<file path="src/rtl/imm_alu_sequencer_pkg.sv">
// Shared encodings for the multi-cycle RISC control path.
// Holds the opcode constants, the ALU operation encoding, the PC source select
// encoding, the sequencer state enum and the decoded-control bundle. The ALU and
// the datapath muxes use these same encodings.
package imm_alu_sequencer_pkg;

    localparam int OPCODE_W = 6;
    localparam int ALU_OP_W = 3;
    localparam int FUNCT_W  = 3;

    localparam logic [OPCODE_W-1:0] OPC_R    = 6'h00;
    localparam logic [OPCODE_W-1:0] OPC_ADDI = 6'h01;
    localparam logic [OPCODE_W-1:0] OPC_ANDI = 6'h02;
    localparam logic [OPCODE_W-1:0] OPC_ORI  = 6'h03;
    localparam logic [OPCODE_W-1:0] OPC_LW   = 6'h04;
    localparam logic [OPCODE_W-1:0] OPC_SW   = 6'h05;
    localparam logic [OPCODE_W-1:0] OPC_BEQ  = 6'h06;
    localparam logic [OPCODE_W-1:0] OPC_J    = 6'h07;

    typedef enum logic [ALU_OP_W-1:0] {
        ALU_ADD = 3'd0,
        ALU_SUB = 3'd1,
        ALU_AND = 3'd2,
        ALU_OR  = 3'd3,
        ALU_XOR = 3'd4,
        ALU_SLT = 3'd5
    } alu_op_e;

    typedef enum logic [1:0] {
        PC_SRC_SEQ    = 2'd0,
        PC_SRC_BRANCH = 2'd1,
        PC_SRC_JUMP   = 2'd2
    } pc_src_e;

    typedef enum logic [2:0] {
        ST_IDLE   = 3'd0,
        ST_FETCH  = 3'd1,
        ST_DECODE = 3'd2,
        ST_EXEC   = 3'd3,
        ST_MEM    = 3'd4,
        ST_WB     = 3'd5
    } state_e;

    typedef struct packed {
        logic    sign_extend;
        logic    alu_src_imm;
        alu_op_e alu_op;
        logic    is_mem;
        logic    is_load;
        logic    is_branch;
        logic    is_jump;
        logic    illegal;
    } dec_t;

    // funct values 6 and 7 have no ALU operation behind them.
    function automatic logic funct_is_alu(input logic [FUNCT_W-1:0] funct);
        return funct <= 3'd5;
    endfunction

endpackage

</file>
<file path="src/rtl/imm_op_decode.sv">
// Combinational instruction decoder.
// Maps the latched opcode/funct pair to the static control bundle used by the
// sequencer: extender select, ALU operand/op select and instruction class flags.
// Ports:
//   opcode_i  latched opcode field
//   funct_i   latched R-type funct field
//   dec_o     decoded control bundle (dec_t)
module imm_op_decode
    import imm_alu_sequencer_pkg::*;
#(
    parameter int OPC_W = OPCODE_W
) (
    input  logic [OPC_W-1:0]   opcode_i,
    input  logic [FUNCT_W-1:0] funct_i,
    output dec_t               dec_o
);

    always_comb begin
        dec_o        = '0;
        dec_o.alu_op = ALU_ADD;
        case (opcode_i)
            OPC_R: begin
                if (funct_is_alu(funct_i)) begin
                    dec_o.alu_op = alu_op_e'(funct_i);
                end else begin
                    dec_o.illegal = 1'b1;
                end
            end
            OPC_ADDI: begin
                dec_o.sign_extend = 1'b1;
                dec_o.alu_src_imm = 1'b1;
            end
            OPC_ANDI: begin
                dec_o.alu_src_imm = 1'b1;
                dec_o.alu_op      = ALU_AND;
            end
            OPC_ORI: begin
                dec_o.alu_src_imm = 1'b1;
                dec_o.alu_op      = ALU_OR;
            end
            OPC_LW: begin
                dec_o.sign_extend = 1'b1;
                dec_o.alu_src_imm = 1'b1;
                dec_o.is_mem      = 1'b1;
                dec_o.is_load     = 1'b1;
            end
            OPC_SW: begin
                dec_o.sign_extend = 1'b1;
                dec_o.alu_src_imm = 1'b1;
                dec_o.is_mem      = 1'b1;
            end
            OPC_BEQ: begin
                dec_o.sign_extend = 1'b1;
                dec_o.alu_op      = ALU_SUB;
                dec_o.is_branch   = 1'b1;
            end
            OPC_J: begin
                dec_o.is_jump = 1'b1;
            end
            default: begin
                dec_o.illegal = 1'b1;
            end
        endcase
    end

endmodule

</file>
<file path="src/rtl/imm_alu_sequencer.sv">
// Multi-cycle control FSM for the single-ALU RISC datapath.
// Latches each fetched opcode/funct and steps FETCH/DECODE/EXEC/MEM/WB, driving
// the immediate extender select, ALU selects, memory strobes and PC/IR/register
// write enables.
// Ports:
//   clk_i, reset_n_i       clock (rising edge), asynchronous active-low reset
//   run_i                  start request, only looked at in IDLE
//   opcode_i, funct_i      instruction fields, valid while mem_ready_i=1 in FETCH
//   zero_flag_i            ALU zero result, used by BEQ in EXEC
//   mem_ready_i            memory access completes this cycle
//   mem_rd_o, mem_wr_o     memory strobes
//   ir_write_o             instruction register load
//   pc_write_o, pc_src_o   PC update enable and source select
//   sign_extend_o          extender select, 1 = sign extension
//   alu_src_imm_o, alu_op_o ALU operand B select and operation
//   reg_write_o, wb_sel_mem_o register write enable and writeback source
//   illegal_op_o           undefined-opcode pulse in DECODE
//   busy_o                 high outside IDLE
//
// state  | meaning
// IDLE   | waiting for run_i after reset
// FETCH  | instruction read in flight; IR/PC/opcode load on mem_ready_i
// DECODE | classify latched opcode; J and illegal opcodes finish here
// EXEC   | ALU operation; BEQ resolves and finishes here
// MEM    | LW/SW data access, ALU controls held for the address
// WB     | single-cycle register write
module imm_alu_sequencer
    import imm_alu_sequencer_pkg::*;
#(
    parameter int OPC_W   = OPCODE_W,
    parameter int ALUOP_W = ALU_OP_W
) (
    input  logic               clk_i,
    input  logic               reset_n_i,
    input  logic               run_i,
    input  logic [OPC_W-1:0]   opcode_i,
    input  logic [FUNCT_W-1:0] funct_i,
    input  logic               zero_flag_i,
    input  logic               mem_ready_i,
    output logic               mem_rd_o,
    output logic               mem_wr_o,
    output logic               ir_write_o,
    output logic               pc_write_o,
    output logic [1:0]         pc_src_o,
    output logic               sign_extend_o,
    output logic               alu_src_imm_o,
    output logic [ALUOP_W-1:0] alu_op_o,
    output logic               reg_write_o,
    output logic               wb_sel_mem_o,
    output logic               illegal_op_o,
    output logic               busy_o
);

    state_e             state_q, state_d;
    logic [OPC_W-1:0]   opcode_q;
    logic [FUNCT_W-1:0] funct_q;
    dec_t               dec;
    logic               fetch_done;
    pc_src_e            pc_src;
    alu_op_e            alu_op;

    assign fetch_done = (state_q == ST_FETCH) && mem_ready_i;

    imm_op_decode #(
        .OPC_W (OPC_W)
    ) u_decode (
        .opcode_i (opcode_q),
        .funct_i  (funct_q),
        .dec_o    (dec)
    );

    always_ff @(posedge clk_i or negedge reset_n_i) begin
        if (!reset_n_i) begin
            state_q  <= ST_IDLE;
            opcode_q <= '0;
            funct_q  <= '0;
        end else begin
            state_q <= state_d;
            if (fetch_done) begin
                opcode_q <= opcode_i;
                funct_q  <= funct_i;
            end
        end
    end

    always_comb begin
        state_d = state_q;
        case (state_q)
            ST_IDLE:   if (run_i) state_d = ST_FETCH;
            ST_FETCH:  if (mem_ready_i) state_d = ST_DECODE;
            ST_DECODE: state_d = (dec.illegal || dec.is_jump) ? ST_FETCH : ST_EXEC;
            ST_EXEC: begin
                if (dec.is_branch)   state_d = ST_FETCH;
                else if (dec.is_mem) state_d = ST_MEM;
                else                 state_d = ST_WB;
            end
            ST_MEM:    if (mem_ready_i) state_d = dec.is_load ? ST_WB : ST_FETCH;
            ST_WB:     state_d = ST_FETCH;
            default:   state_d = ST_IDLE;
        endcase
    end

    // Everything is decoded from state_q and the latched fields, except the
    // handshake-qualified strobes: IR/PC load on mem_ready_i in FETCH (the
    // instruction word only exists in that cycle) and the BEQ taken PC write
    // on zero_flag_i in EXEC (the compare result only exists in that cycle).
    always_comb begin
        mem_rd_o      = 1'b0;
        mem_wr_o      = 1'b0;
        ir_write_o    = 1'b0;
        pc_write_o    = 1'b0;
        pc_src        = PC_SRC_SEQ;
        sign_extend_o = 1'b0;
        alu_src_imm_o = 1'b0;
        alu_op        = ALU_ADD;
        reg_write_o   = 1'b0;
        wb_sel_mem_o  = 1'b0;
        illegal_op_o  = 1'b0;
        case (state_q)
            ST_FETCH: begin
                mem_rd_o = 1'b1;
                if (mem_ready_i) begin
                    ir_write_o = 1'b1;
                    pc_write_o = 1'b1;
                end
            end
            ST_DECODE: begin
                sign_extend_o = dec.sign_extend;
                if (dec.illegal) begin
                    illegal_op_o = 1'b1;
                end else if (dec.is_jump) begin
                    pc_write_o = 1'b1;
                    pc_src     = PC_SRC_JUMP;
                end
            end
            ST_EXEC: begin
                sign_extend_o = dec.sign_extend;
                alu_src_imm_o = dec.alu_src_imm;
                alu_op        = dec.alu_op;
                if (dec.is_branch) begin
                    pc_src     = PC_SRC_BRANCH;
                    pc_write_o = zero_flag_i;
                end
            end
            ST_MEM: begin
                sign_extend_o = dec.sign_extend;
                alu_src_imm_o = dec.alu_src_imm;
                alu_op        = dec.alu_op;
                mem_rd_o      = dec.is_load;
                mem_wr_o      = !dec.is_load;
            end
            ST_WB: begin
                sign_extend_o = dec.sign_extend;
                reg_write_o   = 1'b1;
                wb_sel_mem_o  = dec.is_load;
            end
            default: ;
        endcase
    end

    assign pc_src_o = pc_src;
    assign alu_op_o = ALUOP_W'(alu_op);
    assign busy_o   = (state_q != ST_IDLE);

endmodule
</file>
<file path="config.mk">
export PLATFORM = sky130hd
export DESIGN_NAME = imm_alu_sequencer
export DESIGN_NICKNAME = d
export VERILOG_FILES = /design/src/rtl/imm_alu_sequencer_pkg.sv /design/src/rtl/imm_op_decode.sv /design/src/rtl/imm_alu_sequencer.sv
export SDC_FILE = /design/constraint.sdc
export NUM_CORES = 1
export LEC_CHECK = 0
export ABC_CLOCK_PERIOD_IN_PS = 1650
export CORE_MARGIN = 1
export CORE_UTILIZATION = 38
export DETAILED_ROUTE_END_ITERATION = 6
export GPL_TIMING_DRIVEN = 0
export PLACE_DENSITY_LB_ADDON = 0.2
export SYNTH_ARGS = -nofsm -noshare
export SYNTH_HDL_FRONTEND = slang
export SYNTH_SLANG_ARGS = --single-unit
</file>
<file path="constraint.sdc">
create_clock -name clk_i -period 1.65 [get_ports clk_i]
set_input_delay 0.165 -clock clk_i [delete_from_list [all_inputs] [get_ports clk_i]]
set_output_delay 0.165 -clock clk_i [all_outputs]
set_load 0.02 [all_outputs]
</file>
==> run metrics, run 1 <==
final wirelength 2.331 mm; Clock Skew 1.673 ps; Crit. End Element output port; Critical Path RT 1480 ps; dpl cells 139; fillcell total 172; # rows 16; Routed Antenna Nets 0; pwr dens 1700 mW/mm2; Main synth FF type dfrtp_1; Area after DPL 0.001175 mm2; Reg power frac 0.245; Clk pin slew, worst setup/hold paths 70 ps; H-Tree Depth 1; area leader, netlist dfrtp_1; worst r2r src opcode_q[2]$_DFFE_PN0P_; Worst R2R Setup Slack 70 ps; final setup fails 12; DP HPWL 1.457 mm; Power Total 2.434 mW; Std-Cell Core Area 0.002042 mm2; Gate Count Post-Synth 84; Yosys cell types 38; clk_lat worst skew 260 ps; Die ar. 0.002446 mm2; peak fanout along the critical path 4; violated checks negative setup slack; Die X-Extent 49.46 um; Synth area leaders dfrtp_1 35%, mux2_2 12%, nor2_1 4.4%; GRT Util Overall 0.1731; Arr. time, crit path 1760 ps; post-synth top area share 0.3509; sequential share of the synthesized area 0.3509; Max-slew headroom 0.6581; EDFF count, synth 0; Sink Count 12; first-pass GRT wire length 3.277 mm; final instance area 0.001431 mm2; P_int 1.382 mW; clock tree buffer depth 2; hold buffer count at CTS 0; Final Non-Filler Cells 160; ys async rst share 1.000; I/O Pins 29; GRT overflow 0; Hold Slack 241.4 ps; register area 300.3 um2; Largest stage delay, worst path 420 ps; drt pass-1 iters 4; syn avg cell area 10.19 um2; final net count 149; fmax 0.5191 GHz; CTS tree done; flops & latches, synth 12; Die Y 49.46 um; Mapped Area 855.8 um2; period utilization 1.167; worst vdd ir 0.9678 mV; switching share of power 0.4323; Net Sw Power 1.052 mW; synthesis-to-finish area growth 67.25%; min-delay worst type in -> async; leakage power 0.6217 nW; count of pins over their slew limit 0; Max-cap violations 0; area of the multi-input gates 581.8 um2; final worst slack -276.3 ps; CP top delay family simple AND/OR/NAND/NOR gates; Logic pwr share 0.685; Vias/cell 5.200; number of global-route vias before repair 768; pin count of the biggest net entering global routing 13; crit path cell chain or3_4, o21bai_4, buf_4, a211oi_2, buf_4; final-report hold violation count 0; end of the worst register-to-register path state_q[0]$_DFFE_PN0P_; clk root buf clkbuf_4; clock power share 0.069; RSZ-0062 raised after global routing true; YS warnings 0; share of cells above drive strength 1 0.5489; violation count after the first detailed-route iteration 16; DR vias 832; Worst path most repeated cell buf_4; crit path kind reg -> out; status finished, violations left; Worst path slowest cell or3_4; Post-Syn Nets 98; min Tclk post-route 1926 ps; Worst Tran Pin Value 511.2 ps; total CTS buffers 3; WP buf/inv 2; R2R depth 8; initial antenna violation count 0; n_diodes 0; # DRC 0; Final Core Density 0.7010; RePlAce Congestion 0.7879; initial core utilization 0.4191; wire length per cell 14.57 um; IO Port Bufs 28; Critical Path Start Type register
-- through the flow --
step / TNS, ps / setup WS (ps)
after floorplan: 0 / 23.81
after global placement: -3207 / -393.4
after detailed placement: -3286 / -397.9
after CTS: -1529 / -275.1
after global routing: -2891 / -348.0
final: -1967 / -276.3
-- cells in the mapped netlist, types with 2 or more instances --
| master | instances |
|---|---|
| o22ai_1 | 2 |
| a22oi_1 | 2 |
| dfrtp_1 | 12 |
| a21oi_1 | 2 |
| buf_2 | 4 |
| nor2_1 | 10 |
| nor3_1 | 3 |
| buf_6 | 2 |
| nand2_1 | 6 |
| mux2_2 | 9 |
| o21ai_0 | 3 |
| and2_1 | 3 |
-- area by class of cell --
| class | instances | share of cell area |
|---|---|---|
| buffer | 7 | 0.04283 |
| clock buffer | 3 | 0.01573 |
| inverter | 1 | 0.002622 |
| multi-input combinational | 64 | 0.4065 |
| sequential | 12 | 0.2098 |
| tap | 27 | 0.02360 |
| timing repair buffer | 46 | 0.2990 |
-- metal layers --
layer  GRT usage  part of all wire  up-vias
met2      0.2945              0.53       24
met3     0.01852             0.037        4
met5           0                 0        -
li1            -                 -      407
met1      0.2186              0.42      397
met4     0.08095            0.0099        0
-- worst register-to-register path, stage by stage, from the launching register on --
cell,delay [ps]
dfrtp_1,360
buf_6,150
nor4b_4,230
buf_4,180
buf_6,100
buf_6,80
nand3b_1,80
a21oi_1,160
o22ai_1,110
-- state kept, by name, indices dropped and copies added (netlist names) --
| name | flops |
|---|---|
| opcode_q | 6 |
| state_q | 3 |
| funct_q | 3 |
-- power by group through the flow --
stage / Sequential [mW] / Clock, mW / Combinational [mW]
floorplan: 0.549 / 0 / 0.923
global placement: 0.572 / 0 / 1.22
detailed placement: 0.579 / 0 / 1.25
CTS: 0.585 / 0.176 / 1.39
global route: 0.609 / 0.189 / 1.78
finish: 0.597 / 0.168 / 1.67
-- how the worst max path moves through the flow --
stage	start	end	slack, ps	depth (start not counted)
after detailed placement	opcode_q[3]$_DFFE_PN0P_	alu_op_o[2]	-400	4
after global routing	opcode_q[3]$_DFFE_PN0P_	alu_src_imm_o	-350	5
after floorplan	opcode_q[3]$_DFFE_PN0P_	pc_write_o	20	4
after global placement	opcode_q[3]$_DFFE_PN0P_	alu_op_o[2]	-390	4
final	opcode_q[3]$_DFFE_PN0P_	alu_src_imm_o	-280	5
after CTS	opcode_q[5]$_DFFE_PN0P_	alu_src_imm_o	-280	5
-- cells by family after synthesis --
group / count (synthesis) / synth area share
multiplexers: 10 / 0.1301
flip-flops: 12 / 0.3509
buffers and inverters: 8 / 0.06286
XOR/XNOR: 1 / 0.01024
AND/OR/NAND/NOR: 35 / 0.2719
AO/OA/AOI/OAI: 18 / 0.1740
-- layout by cell type (no fill, tap or decap), types with 3 or more instances in the layout --
cell type,instances
buf_4,21
buf_6,15
clkdlybuf4s50_1,13
dfrtp_1,12
mux2_2,9
nand2_1,6
nor2_1,6
clkbuf_4,4
nor2_2,3
o21ai_0,3
-- timing repair --
| item | 4_1_cts | 5_1_grt |
|---|---|---|
| pin swaps | 7 | 10 |
| resized for setup | 83 | 20 |
| hold endpoints to repair | 0 | 0 |
| endpoints found under the setup margin | 15 | 13 |
| buffers inserted | 8 | 10 |
Power figures use the tool's default switching activity.
==> run 2: changes to the inputs <==
--- a/config.mk
+++ b/config.mk
@@ -5,7 +5,7 @@
 export SDC_FILE = /design/constraint.sdc
 export NUM_CORES = 1
 export LEC_CHECK = 0
-export ABC_CLOCK_PERIOD_IN_PS = 1650
+export ABC_CLOCK_PERIOD_IN_PS = 2500
 export CORE_MARGIN = 1
 export CORE_UTILIZATION = 38
 export DETAILED_ROUTE_END_ITERATION = 6
==> constraint.sdc (replaced) <==
create_clock -name clk_i -period 2.5 [get_ports clk_i]
set_input_delay 0.25 -clock clk_i [delete_from_list [all_inputs] [get_ports clk_i]]
set_output_delay 0.25 -clock clk_i [all_outputs]
set_load 0.02 [all_outputs]
==> run 2 against run 1 <==
  * The flow now finishes without violations
  * Critical path depth is 1 lower
  * Clock skew increased by 1.6 ps
  * Count of clock-buffer cells in the layout up 1
==> run metrics, run 2 (same netlist as run 1, synthesis figures left out) <==
crit path kind reg -> out; fillcell total 193 (+12%); share of cells above drive strength 1 0.2650 (-0.2839); Net Sw Power 571.1 uW (-46%); leakage power 0.5098 nW (-18%); Die ar. 0.002446 mm2 (unchanged); clock tree buffer depth 2 (unchanged); worst vdd ir 0.6260 mV (-35%); hold buffer count at CTS 0 (unchanged); Largest Register opcode_q; min Tclk post-route 2437 ps; Final Core Density 0.5968 (-0.1042); setup TNS 0 ps (+1967 ps); period utilization 0.9749; DR vias 779 (-6.4%); max reg flops 6 (unchanged); IO Port Bufs 28 (unchanged); first-pass GRT wire length 3.084 mm (-5.9%); drt pass-1 iters 4 (unchanged); final wirelength 1.945 mm (-17%); pin count of the biggest net entering global routing 13 (unchanged); clk_lat worst skew 270 ps (about the same); Critical Path RT 2250 ps (+770 ps); total CTS buffers 3 (unchanged); Arr. time, crit path 2190 ps (+430 ps); number of global-route vias before repair 725 (-5.6%); Worst Tran Pin Value 543.7 ps (+32.41 ps); final setup fails 0 (-12); Vias/cell 5.410 (+4.0%); Critical Path Start Type register; violation count after the first detailed-route iteration 13 (-3); Sink Count 12 (unchanged); initial core utilization 0.4191 (unchanged); fmax 0.4103 GHz; commonest non-fill, non-tap cells in the layout 26 x clkdlybuf4s50_1, 12 x dfrtp_1, 10 x nor2_1, 9 x mux2_2, 6 x nand2_1; switching share of power 0.4217 (-0.01055); Max-slew headroom 0.6364 (-0.02168); Std-Cell Core Area 0.002042 mm2 (unchanged); CTS tree done; n_diodes 0 (unchanged); GRT Util Overall 0.1646 (-0.008491); min-delay worst type in -> async; synthesis-to-finish area growth 42.40%; clk root buf clkbuf_4; RePlAce Congestion 0.8024 (+1.8%); H-Tree Depth 1 (unchanged); Crit. End Element output port; RSZ-0062 raised after global routing false; count of pins over their slew limit 0 (unchanged); # DRC 0 (unchanged); P_int 783.1 uW (-43%); initial antenna violation count 0 (unchanged); Routed Antenna Nets 0 (unchanged); commonest non-fill, non-tap cell in the layout clkdlybuf4s50_1; Die X-Extent 49.46 um (unchanged); status finished clean; wire length per cell 13.51 um (-7.3%); biggest regs opcode_q (6), funct_q (3), state_q (3); GRT overflow 0 (unchanged); Clock Skew 3.282 ps (+1.609 ps); peak fanout along the critical path 4 (unchanged); final-report hold violation count 0 (unchanged); DP HPWL 1.515 mm (+4.0%); # rows 16 (unchanged); Die Y 49.46 um (unchanged); final net count 132 (-11%); Clk pin slew, worst setup/hold paths 80 ps (about the same); pwr dens 1111 mW/mm2 (-35%); Logic pwr share 0.604 (-0.081); clock power share 0.114 (+0.045); Reg power frac 0.282 (+0.037); Max-cap violations 0 (unchanged); I/O Pins 29 (unchanged)
-- run 2: cell count changes in the layout (fill, tap and decap cells not counted), moves of 2 or more --
| cell | delta |
|---|---|
| buf_2 | +3 |
| buf_4 | -19 |
| dlymetal6s2s_1 | +2 |
| nor3_1 | +2 |
| buf_6 | -13 |
| nor2_2 | -3 |
| clkdlybuf4s50_1 | +13 |
| nor2_1 | +4 |
| and2_4 | -2 |
| and2_1 | +3 |
-- run 2: final cells by class --
class | instances | area, um2 | share of cell area
Clock buffer | 4 | 36.28 | 0.02977
Tap cell | 27 | 33.78 | 0.02772
Timing Repair Buffer | 29 | 292.8 | 0.2402
Sequential cell | 12 | 300.3 | 0.2464
Buffer | 7 | 50.05 | 0.04107
Inverter | 1 | 3.754 | 0.003080
Multi-Input combinational cell | 64 | 501.7 | 0.4117
-- run 2: power groups by stage --
stage	Combinational, mW	Sequential [mW]	Clock, mW
2_1_floorplan	0.606	0.362	0
4_1_cts	0.816	0.382	0.158
3_3_place_gp	0.798	0.378	0
3_5_place_dp	0.813	0.387	0
5_1_grt	0.891	0.397	0.167
6_report	0.818	0.382	0.155
-- run 2: repair_timing --
action,4_1_cts,5_1_grt
setup endpoints to repair,0,2
resized for setup,0,2
setup buffers,0,1
-- run 2: stage by stage --
step | setup WS [ps] | instances | power [mW] | area [um2] | hold WS, ps
floorplan | 757.9 | 84 | 0.9676 | 855.8 | -45.59
global placement | 328.6 | 139 | 1.176 | 1170 | 508.1
finish | 62.69 | 144 | 1.354 | 1219 | 323.9
detailed placement | 303.7 | 139 | 1.200 | 1170 | 513.5
global route | 4.714 | 144 | 1.454 | 1219 | 359.9
CTS | 55.14 | 143 | 1.357 | 1206 | 343.7
-- run 2: worst paths after layout --
check	from	endpoint	slack [ps]	cells past startpoint
setup reg to reg	state_q[1]$_DFFE_PN0P_	funct_q[2]$_DFFE_PN0P_	960	4
min in group clk_i	funct_q[0]$_DFFE_PN0P_	funct_q[0]$_DFFE_PN0P_	520	1
hold reg to reg	funct_q[0]$_DFFE_PN0P_	funct_q[0]$_DFFE_PN0P_	520	1
max in group asynchronous	reset_n_i	opcode_q[2]$_DFFE_PN0P_	1810	1
setup / recovery	opcode_q[3]$_DFFE_PN0P_	alu_op_o[2]	60	4
hold / removal	reset_n_i	state_q[1]$_DFFE_PN0P_	320	1
-- run 2: critical path, stage by stage (launching register included) --
cell             delay, ps
dfrtp_1                420
or3_4                  420
o21bai_4               200
nor4_2                 220
clkdlybuf4s50_1        640
-- run 2: per-layer routing --
layer	part of all wire	GRT usage
met5	0	0
met4	0.0098	0.09524
met3	0.052	0.01543
met2	0.48	0.2717
met1	0.46	0.2089
